### config.mk
export PLATFORM = sky130hd
export DESIGN_NAME = potato_btn_cond
export DESIGN_NICKNAME = d
export VERILOG_FILES = /design/src/rtl/potato_btn_cond.sv
export SDC_FILE = /design/constraint.sdc
export NUM_CORES = 1
export LEC_CHECK = 0
export BUFFER_PORTS_ARGS = -buffer_cell sky130_fd_sc_hd__buf_2
export CAP_MARGIN = 20
export CELL_PAD_IN_SITES_DETAIL_PLACEMENT = 1
export CELL_PAD_IN_SITES_GLOBAL_PLACEMENT = 2
export CORE_UTILIZATION = 44
export DETAILED_ROUTE_END_ITERATION = 7
export PLACE_DENSITY = 0.82
export RECOVER_POWER = 25
export SYNTH_ARGS = -nofsm -noshare
export SYNTH_HDL_FRONTEND = slang
export SYNTH_SLANG_ARGS = --single-unit
### constraint.sdc
create_clock -name clk -period 13.15 [get_ports clk]
set_clock_uncertainty 0.15 [all_clocks]
set_input_delay 3.945 -clock clk [delete_from_list [all_inputs] [get_ports clk]]
set_output_delay 3.945 -clock clk [all_outputs]
set_load 0.1 [all_outputs]
### src/rtl/potato_btn_cond.sv
// Synchronise, debounce and edge-detect the board buttons and mode switch; optional up/down auto-repeat under HOLD_REPEAT_EN.
// Latency: raw change sampled at edge k appears on db/pulse after edge k+1+DEBOUNCE_CYCLES; no backpressure, pulses are fire-and-forget.
module potato_btn_cond #(
   parameter int DEBOUNCE_CYCLES = 1000000,
   parameter int REPEAT_DELAY    = 50000000,
   parameter int REPEAT_PERIOD   = 10000000
) (
   input  logic       clk,
   input  logic       rst,
   input  logic       en,
   input  logic       btn_up,
   input  logic       btn_down,
   input  logic       btn_left,
   input  logic       btn_right,
   input  logic       btn_center,
   input  logic       sw_mode,
   output logic       up,
   output logic       down,
   output logic       left,
   output logic       right,
   output logic       pressed,
   output logic       mode,
   output logic [4:0] held
);

   localparam int NCH = 6;
   localparam int CW  = $clog2(DEBOUNCE_CYCLES);
   localparam logic [CW-1:0] CNT_LAST = CW'(DEBOUNCE_CYCLES - 1);

   if (DEBOUNCE_CYCLES < 2 || REPEAT_DELAY < 1 || REPEAT_PERIOD < 1) begin : g_bad_param
      $error("potato_btn_cond: illegal parameter value");
   end

   // Channel order: 0 up, 1 down, 2 left, 3 right, 4 centre, 5 mode switch.
   logic [NCH-1:0] raw;
   logic [NCH-1:0] meta_q, sync_q;
   logic [NCH-1:0] db_q, db_d;
   logic [CW-1:0]  cnt_q [NCH];
   logic [CW-1:0]  cnt_d [NCH];
   logic [4:0]     rise;
   logic [4:0]     pulse_q, pulse_d;

   assign raw  = {sw_mode, btn_center, btn_right, btn_left, btn_down, btn_up};
   assign rise = db_d[4:0] & ~db_q[4:0];

   always_comb begin
      for (int i = 0; i < NCH; i++) begin
         db_d[i]  = db_q[i];
         cnt_d[i] = '0;
         if (sync_q[i] != db_q[i]) begin
            if (cnt_q[i] == CNT_LAST) begin
               db_d[i] = sync_q[i];
            end else begin
               cnt_d[i] = cnt_q[i] + CW'(1);
            end
         end
      end
   end

`ifdef HOLD_REPEAT_EN
   localparam int RMAX = (REPEAT_DELAY > REPEAT_PERIOD) ? REPEAT_DELAY : REPEAT_PERIOD;
   localparam int RW   = $clog2(RMAX + 1);
   localparam logic [RW-1:0] RD_LAST = RW'(REPEAT_DELAY - 1);
   localparam logic [RW-1:0] RP_LAST = RW'(REPEAT_PERIOD - 1);

   logic [RW-1:0] rc_q [2];
   logic [RW-1:0] rc_d [2];
   logic [1:0]    rep_q, rep_d;
   logic [1:0]    rpt;

   // rep_q marks that the first (long) repeat interval has elapsed.
   always_comb begin
      for (int j = 0; j < 2; j++) begin
         rc_d[j]  = rc_q[j];
         rep_d[j] = rep_q[j];
         rpt[j]   = 1'b0;
         if (!db_d[j] || rise[j]) begin
            rc_d[j]  = '0;
            rep_d[j] = 1'b0;
         end else if (rc_q[j] == (rep_q[j] ? RP_LAST : RD_LAST)) begin
            rpt[j]   = 1'b1;
            rc_d[j]  = '0;
            rep_d[j] = 1'b1;
         end else begin
            rc_d[j] = rc_q[j] + RW'(1);
         end
      end
   end

   always_ff @(posedge clk or posedge rst) begin
      if (rst) begin
         rep_q <= '0;
         for (int j = 0; j < 2; j++) rc_q[j] <= '0;
      end else begin
         rep_q <= rep_d;
         for (int j = 0; j < 2; j++) rc_q[j] <= rc_d[j];
      end
   end

   assign pulse_d = en ? (rise | {3'b000, rpt}) : '0;
`else
   assign pulse_d = en ? rise : '0;
`endif

   always_ff @(posedge clk or posedge rst) begin
      if (rst) begin
         meta_q  <= '0;
         sync_q  <= '0;
         db_q    <= '0;
         pulse_q <= '0;
         for (int i = 0; i < NCH; i++) cnt_q[i] <= '0;
      end else begin
         meta_q  <= raw;
         sync_q  <= meta_q;
         db_q    <= db_d;
         pulse_q <= pulse_d;
         for (int i = 0; i < NCH; i++) cnt_q[i] <= cnt_d[i];
      end
   end

   assign up      = pulse_q[0];
   assign down    = pulse_q[1];
   assign left    = pulse_q[2];
   assign right   = pulse_q[3];
   assign pressed = pulse_q[4];
   assign held    = db_q[4:0];
   assign mode    = db_q[5];

endmodule
==> flow_summary.yaml <==
logic_synthesis:
  syn_area_per_cell_um2: 9.966
  synth_cell_types: 40
  synth_common_cells: "dfrtp_1 (143), nor2_1 (97), xnor2_1 (49)"
  syn_nets: 696
  ys_warn_count: 0
  synth_edf_count: 0
  synth_top_cell_area_share: 0.5273
  synthCells: 681
  synth-seq-cells: 143
  synth_top_cell_by_area: "dfrtp_1"
  synth-seq-area-share: 0.5273
  synthTopCellsByArea: "dfrtp_1 (53%), xnor2_1 (6.3%), nor2_1 (5.4%)"
  ys_dominant_reg_cell: "dfrtp_1"
  synthArstFlopShare: 1.000
  post-synth-top-count-cell: "dfrtp_1"
  synth_area_mm2: 0.006787
worst_setup_path:
  r2r_end: "cnt_q[10]"
  path_cells: "buf_2"
  r2r_slack_ns: 10.10
  path_buf_inv: 1
  rr_worst_depth: 4
  max_stage_delay_ns: 0.45
  cp-start-kind: "register"
  worstReg2RegStart: "cnt_q[7]"
  crit_family: "buffers and inverters"
  end_kind: "output pin"
  cp_data_arrival_time_ns: 1.27
  criticalPathCategory: "reg -> out"
  critical_path.slowest_cell: "buf_2"
  worstPathMaxFanout: 4
  required_ns: 9.05
global_routing:
  grt_pass1_vias: 5389
  met1_usage: 0.2746
  grtUsageMet2: 0.3308
  met3_usage: 0.05098
  grt_max_degree: 82
  busiest_layer: "met2"
  grt_pass1_wl_um: 26210
  grt_antenna_before_repair: 0
  grt_overflow: 0
  groute.usage.overall: 0.2062
sta:
  period_minus_slack_ns: 5.362
  setup_viol: 0
  slew_headroom: -0.4213
  rsz0062_at_grt: "no"
  clock.fmax_ghz: 0.1865
  finalHoldViolations: 0
  slew_violations: 20
  setup_ws_ns: 7.788
  period_share: 0.4077
  tns_ns: 0
  worst_pin_slew_ns: 2.110
clock_tree:
  cts.repair.resized: 0
  clk_pin_slew_ns: 0.06
  cts_root_buf: "clkbuf_16"
  clkSinkCount: 143
  hold_buffers: 0
  post_cts.repair.setup_buffers: 0
  clockBufferDepth: 2
  clk_latency_ns: 0.42
  cts_tree: "yes"
  h-tree-depth: 4
  cts-buffers-inserted: 17
placement:
  numPortBuffers: 19
  gp_congestion: 0.7383
  pre_cts_ws_ns: 7.503
  hpwl_um: 10100
  placed_cells_incl_taps: 878
  place_area_mm2: 0.007118
floorplanning:
  die_h_um: 126.2
  die-width_um: 126.2
  rows: 45
  die_area_mm2: 0.01592
  num_io_pins: 20
  start_util: 0.4481
  fp.coreArea_mm2: 0.01515
pwr:
  p_clk_frac: 0.491
  ir_worst_vdd_mv: 0.08509
  p_seq_frac: 0.480
  p_int_uw: 728.7
  power_density_mw_per_mm2: 123.0
  p_comb_frac: 0.029
  p_leak_nw: 3.082
  power.net_switching_uw: 214.6
  power_switching_share: 0.2275
routing:
  avgViaCountPerCell: 5.635
  vias: 5128
  route.antenna.remaining_nets: 0
  drt-wirelength-per-cell_um: 16.48
  first_pass_iters: 4
  drtIter0Drc: 225
  drc: 0
  totalWireLength_um: 14990
final_layout:
  final_util: 0.5062
  fillers: 1691
  design_area_mm2: 0.007667
  antenna_cells: 0
  syn_to_final_growth_pct: 12.98
  nets: 724
  drive_above_1_share: 0.09972
  instances_no_fill: 910
min_path:
  hold_depth: 0
  holdCritPathClass: "reg -> reg"
  hp-start: "meta_q[4]"
  holdPathEnd: "sync_q[4]"
status:
  violations: "capacitance limit, slew limit"
  status: "finished with violations"
job:
  maxCapViolCount: 1
state kept, by name (all words and copies together), names as in the netlist:
register	flops
cnt_q	120
sync_q	6
meta_q	6
db_q	6
pulse_q	5
power groups by stage:
| stage | clock [mW] | sequential (mW) | combinational [mW] |
|---|---|---|---|
| floorplan | 0 | 0.459 | 0.0194 |
| global placement | 0 | 0.460 | 0.0276 |
| detailed placement | 0 | 0.461 | 0.0290 |
| CTS | 0.476 | 0.453 | 0.0292 |
| global route | 0.495 | 0.454 | 0.0317 |
| finish | 0.463 | 0.453 | 0.0273 |
stage by stage:
stage          total power, mW  hold slack (ns)
5_1_grt                 0.9802           0.2180
2_1_floorplan           0.4783           0.1812
3_5_place_dp            0.4896           0.1857
6_report                0.9433           0.1999
4_1_cts                 0.9576           0.2003
3_3_place_gp            0.4877           0.1839
per-layer routing:
layer  wire length, um  vias to the layer above
li1                  -                     2479
met1              7342                     2601
met2              7147                       32
met3               319                       16
met4               184                        0
met5                 0                        -
how the worst max path moves through the flow:
stage | to | depth (start not counted) | from
after floorplan | cnt_q[0] | 1 | rst
after global placement | cnt_q[27] | 3 | rst
after detailed placement | cnt_q[20] | 3 | rst
after CTS | held[0] | 1 | db_q[0]
after global routing | held[2] | 1 | db_q[2]
final | held[2] | 1 | db_q[2]
logic make-up (layout without fill, tap and decap cells):
family	count (synthesis)	after routing	share of synthesized area
adder cells (fa/ha/maj)	6	6	0.01106
XOR/XNOR	81	81	0.1045
multiplexers	8	8	0.01291
buffers and inverters	39	80	0.02286
flip-flops	143	143	0.5273
AO/OA/AOI/OAI	70	70	0.05900
AND/OR/NAND/NOR	334	334	0.2624
layout make-up:
cell class                      count  area, um^2  area share
Tap cell                          188       235.2     0.03068
Inverter                           23       91.34     0.01191
Timing Repair Buffer               25       132.6     0.01730
Sequential cell                   143        3578      0.4667
Clock buffer                       20       466.7     0.06087
Clock inverter                     12       108.9     0.01420
Multi-Input combinational cell    499        3054      0.3983
cell usage in the layout, fill, tap and decap left out, types with 3 or more instances in the layout:
cell	count
clkbuf_8	3
clkbuf_16	17
or4b_2	3
xor2_1	32
or4_1	11
o21ai_0	22
buf_4	4
a21oi_1	31
buf_2	19
clkinv_2	3
o31ai_1	12
and4b_1	4
nand3_1	39
inv_6	3
clkinvlp_4	5
nand4b_1	3
nand4_1	30
nor2_1	97
or3_1	20
nor4_1	24
dfrtp_1	143
and4_1	10
nor3_1	21
and2_1	5
ha_1	6
and3_1	10
mux2_2	6
xnor2_1	49
nand2_1	40
inv_1	22
nor4b_1	4
(Power assumes the default switching activity.)
